==> config.mk <==
export PLATFORM = sky130hd
export DESIGN_NAME = cmt_ctrl
export DESIGN_NICKNAME = d
export VERILOG_FILES = /design/src/rtl/cmt_pkg.sv /design/src/rtl/cmt_fifo.sv /design/src/rtl/cmt_ctrl.sv
export SDC_FILE = /design/constraint.sdc
export NUM_CORES = 1
export LEC_CHECK = 0
export ABC_AREA = 1
export CAP_MARGIN = 20
export CORE_AREA = 2 2 316 318
export DETAILED_ROUTE_END_ITERATION = 16
export DIE_AREA = 0 0 318 320
export GPL_TIMING_DRIVEN = 0
export PLACE_DENSITY = 0.57
export SLEW_MARGIN = 10
export SYNTH_ARGS = -nofsm -noshare
export SYNTH_HDL_FRONTEND = slang
export SYNTH_SLANG_ARGS = --single-unit
export TNS_END_PERCENT = 30
==> constraint.sdc <==
create_clock -name clk -period 14.45 [get_ports clk]
set_input_delay 2.89 -clock clk [delete_from_list [all_inputs] [get_ports clk]]
set_output_delay 2.89 -clock clk [all_outputs]
set_load 0.01 [all_outputs]
==> src/rtl/cmt_pkg.sv <==
// Shared types and constants for the commit controller: opcodes, CSR
// addresses, controller state and the buffered commit entry.
package cmt_pkg;

  localparam logic [6:0]  OPC_TRAP   = 7'h6b;
  localparam logic [6:0]  OPC_SYSTEM = 7'h73;
  localparam logic [11:0] CSR_MCYCLE = 12'hB00;
  localparam logic [11:0] CSR_CYCLE  = 12'hC00;

  typedef enum logic [1:0] {
    ST_RUN   = 2'd0,
    ST_DRAIN = 2'd1,
    ST_HALT  = 2'd2
  } cmt_state_t;

  typedef struct packed {
    logic [63:0] pc;
    logic [31:0] inst;
    logic [4:0]  rd;
    logic        rd_wen;
    logic [63:0] rd_wdata;
    logic        skip;
    logic        trap;
  } cmt_entry_t;

  // Reads of mcycle/cycle return simulator-dependent values, so they are skipped.
  function automatic logic is_csr_cycle_read(input logic [31:0] inst);
    return (inst[6:0] == OPC_SYSTEM) && (inst[14:12] != 3'd0) &&
           ((inst[31:20] == CSR_MCYCLE) || (inst[31:20] == CSR_CYCLE));
  endfunction

endpackage

==> src/rtl/cmt_fifo.sv <==
// Synchronous FIFO of commit entries with asynchronous reset.
// Push is ignored when full and pop when empty; there is no bypass path.
module cmt_fifo
  import cmt_pkg::*;
#(
  parameter int DEPTH = 4
) (
  input  logic                     clk,
  input  logic                     rst,
  input  logic                     push,
  input  cmt_entry_t               push_data,
  input  logic                     pop,
  output cmt_entry_t               pop_data,
  output logic                     full,
  output logic                     empty,
  output logic [$clog2(DEPTH):0]   count
);

  localparam int AW = $clog2(DEPTH);
  localparam logic [AW:0] FULL_CNT = (AW + 1)'(DEPTH);

  cmt_entry_t        mem [DEPTH];
  logic [AW-1:0]     wr_ptr;
  logic [AW-1:0]     rd_ptr;
  logic              do_push;
  logic              do_pop;

  assign full     = (count == FULL_CNT);
  assign empty    = (count == '0);
  assign do_push  = push && !full;
  assign do_pop   = pop && !empty;
  assign pop_data = mem[rd_ptr];

  always_ff @(posedge clk or posedge rst) begin
    if (rst) begin
      wr_ptr <= '0;
      rd_ptr <= '0;
      count  <= '0;
    end else begin
      if (do_push) wr_ptr <= wr_ptr + 1'b1;
      if (do_pop)  rd_ptr <= rd_ptr + 1'b1;
      case ({do_push, do_pop})
        2'b10:   count <= count + 1'b1;
        2'b01:   count <= count - 1'b1;
        default: ;
      endcase
    end
  end

  always_ff @(posedge clk) begin
    if (do_push) mem[wr_ptr] <= push_data;
  end

endmodule

==> src/rtl/cmt_ctrl.sv <==
// Commit controller: buffers retiring instructions, issues one commit per
// cycle with a skip flag, and drains then halts after the trap instruction.
module cmt_ctrl
  import cmt_pkg::*;
#(
  parameter int          DEPTH      = 4,
  parameter logic [63:0] MMIO_LIMIT = 64'h8000_0000
) (
  input  logic        clk,
  input  logic        rst,
  input  logic        i_wb_valid,
  output logic        o_wb_ready,
  input  logic [63:0] i_wb_pc,
  input  logic [31:0] i_wb_inst,
  input  logic [4:0]  i_wb_rd,
  input  logic        i_wb_rd_wen,
  input  logic [63:0] i_wb_rd_wdata,
  input  logic        i_wb_mem_en,
  input  logic [63:0] i_wb_mem_addr,
  output logic        o_cmtvalid,
  output logic        o_skipcmt,
  output logic [63:0] o_pc,
  output logic [31:0] o_inst,
  output logic [4:0]  o_rd,
  output logic        o_rd_wen,
  output logic [63:0] o_rd_wdata,
  output logic        o_trap,
  output logic        o_halted,
  output logic [63:0] o_cycle_cnt,
  output logic [63:0] o_instr_cnt
);

  localparam int CW = $clog2(DEPTH) + 1;
  localparam logic [CW-1:0] DEPTH_C = CW'(DEPTH);

  // Handshake: a transfer happens at a posedge where i_wb_valid && o_wb_ready;
  // the writeback stage holds its payload stable while ready is low.
  cmt_state_t     state_q;
  cmt_entry_t     push_entry;
  cmt_entry_t     head;
  logic           full;
  logic           empty;
  logic [CW-1:0]  count;
  logic           push;
  logic           pop;
  logic           wb_trap;
  logic [63:0]    cycle_q;

  assign o_wb_ready  = !rst && (state_q == ST_RUN) && (count < DEPTH_C);
  assign push        = i_wb_valid && o_wb_ready && !full;
  assign pop         = !empty && (state_q != ST_HALT);
  assign wb_trap     = (i_wb_inst[6:0] == OPC_TRAP);
  assign o_cycle_cnt = cycle_q;

  always_comb begin
    push_entry          = '0;
    push_entry.pc       = i_wb_pc;
    push_entry.inst     = i_wb_inst;
    push_entry.rd       = i_wb_rd;
    push_entry.rd_wen   = i_wb_rd_wen;
    push_entry.rd_wdata = i_wb_rd_wdata;
    push_entry.skip     = (i_wb_mem_en && (i_wb_mem_addr < MMIO_LIMIT)) ||
                          is_csr_cycle_read(i_wb_inst);
    push_entry.trap     = wb_trap;
  end

  cmt_fifo #(.DEPTH(DEPTH)) u_fifo (
    .clk       (clk),
    .rst       (rst),
    .push      (push),
    .push_data (push_entry),
    .pop       (pop),
    .pop_data  (head),
    .full      (full),
    .empty     (empty),
    .count     (count)
  );

  always_ff @(posedge clk or posedge rst) begin
    if (rst) begin
      state_q     <= ST_RUN;
      cycle_q     <= '0;
      o_instr_cnt <= '0;
      o_cmtvalid  <= 1'b0;
      o_skipcmt   <= 1'b0;
      o_pc        <= '0;
      o_inst      <= '0;
      o_rd        <= '0;
      o_rd_wen    <= 1'b0;
      o_rd_wdata  <= '0;
      o_trap      <= 1'b0;
      o_halted    <= 1'b0;
    end else begin
      if (state_q != ST_HALT) cycle_q <= cycle_q + 64'd1;
      o_halted   <= (state_q == ST_HALT);
      o_cmtvalid <= pop;
      o_trap     <= pop && head.trap;
      if (pop) begin
        o_skipcmt   <= head.skip;
        o_pc        <= head.pc;
        o_inst      <= head.inst;
        o_rd        <= head.rd;
        o_rd_wen    <= head.rd_wen;
        o_rd_wdata  <= head.rd_wdata;
        o_instr_cnt <= o_instr_cnt + 64'd1;
      end
      case (state_q)
        ST_RUN:   if (push && wb_trap) state_q <= ST_DRAIN;
        ST_DRAIN: if (pop && head.trap) state_q <= ST_HALT;
        default:  ;
      endcase
    end
  end

endmodule

-- Word level (Yosys, flattened, before mapping)
Memory sizes are Yosys's and may differ from the RTL's.
Cells that the tools add are included.
- bits of input ports: 234
- output and inout port bits: 299
- register bits after elaboration: 307
- memories: 1
- memory bits (writable): 672
- logic and storage cells: 65
- memory list (name ; depth ; bits a word ; rd ports ; clocked after memory_dff ; write ports ; line ; source):
    u_fifo.mem ; 4 ; 168 ; 1 ; 0 ; 1 ; cmt_fifo.sv:22 ; cmt_entry_t mem [DEPTH];
- muxes and demuxes: 6
- reduce and logical (&&, ||, !) cells: 23
- equality and inequality tests: 12
- $lt $le $gt $ge: 2
- add/subtract/negate cells: 6
- operator list (cell ; number):
    adder 64 x 1 -> 64 bit, second input constant ; 2
    < comparator 64 x 32 -> 1 bit, second input constant ; 1
    == test 12 bit, second input constant ; 2
    == test 7 bit, second input constant ; 2
    logical AND 1 bit ; 12
    one-hot mux 3 bit (2 select lines) ; 1
    adder 2 x 1 -> 2 bit, second input constant ; 2
    == test 2 x 1 -> 1 bit, second input constant ; 2
    == test 2 bit, second input constant ; 2
    2-to-1 mux 2 bit ; 2
    inequality test 2 bit, second input constant ; 2
    one-hot mux 2 bit (2 select lines) ; 1
    nonzero test 2 bit ; 2
    adder 3 x 1 -> 3 bit, second input constant ; 1
    == test 3 bit, second input constant ; 1
    zero test 1 bit ; 3
    zero test 3 bit ; 1
    < comparator 3 bit, second input constant ; 1
    AND reduction 3 bit ; 1
    nonzero test 3 bit ; 1
    subtractor 3 x 1 -> 3 bit, second input constant ; 1
    zero test 2 bit ; 1
    logical OR 1 bit ; 2
    2-to-1 mux 1 bit ; 2
    inequality test 2 x 1 -> 1 bit, second input constant ; 1

-- Longest topological paths before layout
- depth in word-level cells: 8
- gate-level depth with buffers: 13
- gate-level depth less buffers: 10

-- By module
Synthesis repeated with hierarchy kept, for this count alone.
- cell total of the unflattened synthesis: 3800
- area, all modules: 41388.4 um^2
- by module, submodules not included (module ; sequential area each (um^2) ; area each (um^2) ; cells each ; times used):
    cmt_fifo ; 20354.5 ; 27298.7 ; 2022 ; 1
    cmt_ctrl ; 7507.2 ; 14089.8 ; 1778 ; 1

-- Worst setup path before layout
Ideal clock, no wire load.
- path type: input-to-reg
- start: in rst
- end: mem u_fifo.mem[0][0] (netlist bit) (enable)
- path buffers: 0
- slack: 3.046 ns
- stages: 3
- data arrival time: 10.705 ns
- cells stage by stage: nor4_1 > nand2_2 > nor2_1
- cells in the longest elaborated chain, start to end: 8
- RTL lines (element ; line ; source):
    start: declaration ; cmt_ctrl.sv:10 ; input logic rst,
    zero test 1 bit (no line) ; -- ;
    logical AND 1 bit (2 in series) ; cmt_ctrl.sv:49 ; assign o_wb_ready = !rst && (state_q == ST_RUN) && (count < DEPTH_C);
    logical AND 1 bit (2 in series) ; cmt_ctrl.sv:50 ; assign push = i_wb_valid && o_wb_ready && !full;
    logical AND 1 bit ; cmt_fifo.sv:30 ; assign do_push = push && !full;
    2-to-1 mux 1 bit ; cmt_fifo.sv:51 ; if (do_push) mem[wr_ptr] <= push_data;
    2-to-1 mux 1 bit (implied by the code) ; cmt_fifo.sv:51 ;
    end: declaration ; cmt_fifo.sv:22 ;
No other way between the ends.

-- Final worst setup path
- start: in rst
- end: out o_wb_ready
- cells in the longest elaborated chain, start to end: 3
- RTL lines (element ; line ; source):
    zero test 1 bit (no line) ; -- ;
    logical AND 1 bit (2 in series) ; cmt_ctrl.sv:49 ;
    end: declaration ; cmt_ctrl.sv:12 ; output logic o_wb_ready,
No other way between the ends.

==> load_flow_metrics.sql <==
INSERT INTO impl_metrics (metric_group, metric, value, unit) VALUES
('yosys', 'avgSynthCellArea', '11.5', 'um2'),
('critical_path', 'critical_path_required', '11560', 'ps'),
('grt', 'overflow', '0', ''),
('route', 'detailroute.via_count', '27450', ''),
('yosys', 'synthesis.yosys.warnings', '0', ''),
('timing', 'setup_violations', '0', ''),
('timing', 'max_slew_margin', '0.365', ''),
('clock_tree', 'clock_path_buffers', '3', ''),
('clock_tree', 'cts.htree.levels', '3', ''),
('clock_tree', 'clkTransAtPathRegs', '60', 'ps'),
('yosys', 'netlist_area_before_placement', '39100', 'um2'),
('grt', 'grt_usage', '0.228', ''),
('timing', 'timing.fmax', '133', 'MHz'),
('die', 'num_io_pins', '533', ''),
('layout', 'layout.cells.most_common_list', 'nor2_1, edfxtp_1, clkdlybuf4s50_1, o21ai_0, nand2_1', ''),
('clock_tree', 'number_of_buffers_created_by_cts', '105', ''),
('power_and_ir_drop', 'design_power_total', '9.36', 'mW'),
('grt', 'maximum_number_of_pins_on_one_net_before_global_route_repair', '110', ''),
('critical_path', 'crit_path_end_kind', 'output pin', ''),
('yosys', 'synth.net_count', '3637', ''),
('die', 'die_area', '102000', 'um2'),
('critical_path', 'crit_path_top_delay_cell', 'clkdlybuf4s50_1', ''),
('timing', 'final-hold-violation-count', '0', ''),
('route', 'firstDrtPassIters', '5', ''),
('layout', 'layout_commonest_cell', 'nor2_1', ''),
('clock_tree', 'post_cts_buffers', '0', ''),
('critical_path', 'critical_path.top_delay_family', 'buffers and inverters', ''),
('die', 'floorplan.rows', '115', ''),
('timing', 'worst_clock_skew', '28.4', 'ps'),
('critical_path', 'biggest_cell_delay_along_the_critical_path', '680', 'ps'),
('timing', 'post-route-min-period', '7520', 'ps'),
('die', 'initial_utilization', '0.399', ''),
('status', 'status', 'finished clean', ''),
('critical_path', 'worstPathCellList', 'clkdlybuf4s50_1, nor4_1, clkdlybuf4s50_1', ''),
('layout', 'layout.nets', '4284', ''),
('critical_path', 'startpoint_type', 'input pin', ''),
('grt', 'grt_pass1_wl', '172000', 'um'),
('timing', 'max_slew.worst_pin.slew', '942', 'ps'),
('critical_path', 'crit_start', 'rst', ''),
('timing', 'final.period_utilization', '0.521', ''),
('critical_path', 'crit-reg2reg-launch', 'state_q[1]$_DFFE_PP0P_', ''),
('critical_path', 'crit_fanout', '3', ''),
('yosys', 'post_synth_num_cell_types', '39', ''),
('yosys', 'ys_ff_latch', '979', ''),
('yosys', 'area_share_of_the_leading_cell_type_in_the_synthesized_netlist', '0.516', ''),
('power_and_ir_drop', 'worst_ir_drop_vdd', '0.000122', 'V'),
('critical_path', 'crit-reg2reg-capture', 'u_fifo.mem[3][101]$_DFFE_PP_', ''),
('clock_tree', 'tritoncts_num_sinks', '979', ''),
('die', 'core', '98000', 'um2'),
('critical_path', 'reg2reg_setup_slack', '11270', 'ps'),
('critical_path', 'critPathMostFrequentCell', 'clkdlybuf4s50_1', ''),
('placement', 'gp_congestion', '0.862', ''),
('route', 'drtIter0Drc', '2109', ''),
('layout', 'area_delta_synth_final', '28.1', '%'),
('clock_tree', 'cts_tree', 'done', ''),
('critical_path', 'ff2ff_path_depth', '7', ''),
('timing', 'final_max_slew_viol_count', '0', ''),
('placement', 'io_buffers', '501', ''),
('worst_hold_path', 'min-delay-path-class', 'reg -> reg', ''),
('placement', 'dp_hpwl', '80400', 'um'),
('route', 'vias_per_cell', '5.05', ''),
('power_and_ir_drop', 'total_leakage_power', '18.0', 'nW'),
('clock_tree', 'cts_hold_repair.buffers', '0', ''),
('route', 'route.detailed.wl_per_inst', '21.6', 'um'),
('route', 'route.final.wire_length', '117000', 'um'),
('grt', 'grt_antenna_before_repair', '26', ''),
('layout', 'final_layout_size_suffix_gt1_frac', '0.0849', ''),
('grt', 'first_global_vias', '26847', ''),
('timing', 'setup_tns', '0', 'ps'),
('critical_path', 'critPathBufInv', '2', ''),
('yosys', 'synth_top_area_cell', 'edfxtp_1', '');
[cells by family (layout without fill, tap and decap cells)]
| family | Yosys count | count (layout) | share of synthesized area |
|---|---|---|---|
| XOR/XNOR | 87 | 87 | 0.0195 |
| flip-flops | 979 | 979 | 0.712 |
| AND/OR/NAND/NOR | 1540 | 1540 | 0.162 |
| AO/OA/AOI/OAI | 523 | 523 | 0.0724 |
| buffers and inverters | 258 | 997 | 0.0314 |
| adder cells (fa/ha/maj) | 8 | 8 | 0.00275 |
| other | 0 | 10 | 0 |
[synthesized netlist by cell type, drive strengths merged]
cell,instances
nor2b,1
nand4,37
nand2,346
dfrtp,307
nand3b,17
clkbuf,57
o21bai,2
xor2,43
nor3b,1
o22ai,1
edfxtp,672
nor4,10
buf,97
o21ai,350
xnor2,44
a21oi,3
or3,1
and2,2
nand3,58
ha,7
nor3,30
a31oi,167
nor2,1037
fa,1
inv,104
[worst max path at each step]
stage,endpoint,slack [ps],cells past startpoint
floorplan,u_fifo.mem[0][0]$_DFFE_PP_,3050,3
global placement,u_fifo.mem[3][110]$_DFFE_PP_,-4370,4
detailed placement,o_wb_ready,6930,3
CTS,o_wb_ready,6920,3
global route,o_wb_ready,6810,3
finish,o_wb_ready,6930,3
[layout make-up]
class                   instances  area, um2  share of cell area
flip-flops and latches        979      27900               0.556
multi-input cells            2158      10100               0.201
repair buffers                540       5900               0.118
clock buffers                 149       2940              0.0587
well taps                    1287       1610              0.0321
plain buffers                 154        835              0.0166
clock inverters                50        480             0.00958
inverters                     104        400             0.00799
diodes                         10       25.0            0.000499
[worst register-to-register path, stage by stage, from the launching register on]
cell,delay [ps]
dfrtp_1,420
nor4_1,580
nand2_2,350
nor2_4,600
buf_12,280
buf_16,220
buf_12,220
buf_16,210
[registers in the layout, summed over array words and instances (netlist names)]
name and flops:
o_inst 32, u_fifo.count 3, o_skipcmt 1, u_fifo.mem 672, o_halted 1, state_q 2
o_cycle_cnt 64, u_fifo.rd_ptr 2, u_fifo.wr_ptr 2, o_pc 64, o_rd 5, o_trap 1
o_rd_wen 1, o_instr_cnt 64, o_cmtvalid 1, o_rd_wdata 64
[routing by layer]
layer	part of all wire	track usage	up-vias
met2	0.49	0.381	862
met4	0.030	0.0733	28
li1	-	-	13033
met5	0.0016	0	-
met3	0.072	0.0597	208
met1	0.41	0.288	13319
[stage by stage]
stage                     setup slack, ps  instances  area [um2]  hold WS (ps)  utilization
final                                6930       5431       50100           473        0.512
after detailed placement             6930       5222       46700           463        0.477
after global placement              -4370       5183       45800           464        0.467
after global routing                 6810       5429       50100           508        0.512
after floorplan                      3050       3395       39100           446            -
after CTS                            6920       5421       50100           475        0.511
[report_power, final]
group	total (mW)	internal (mW)	switching, mW
Sequential	3.53	3.33	0.205
Combinational	3.17	1.21	1.97
Clock	2.66	1.53	1.13
(Power assumes the default switching activity.)
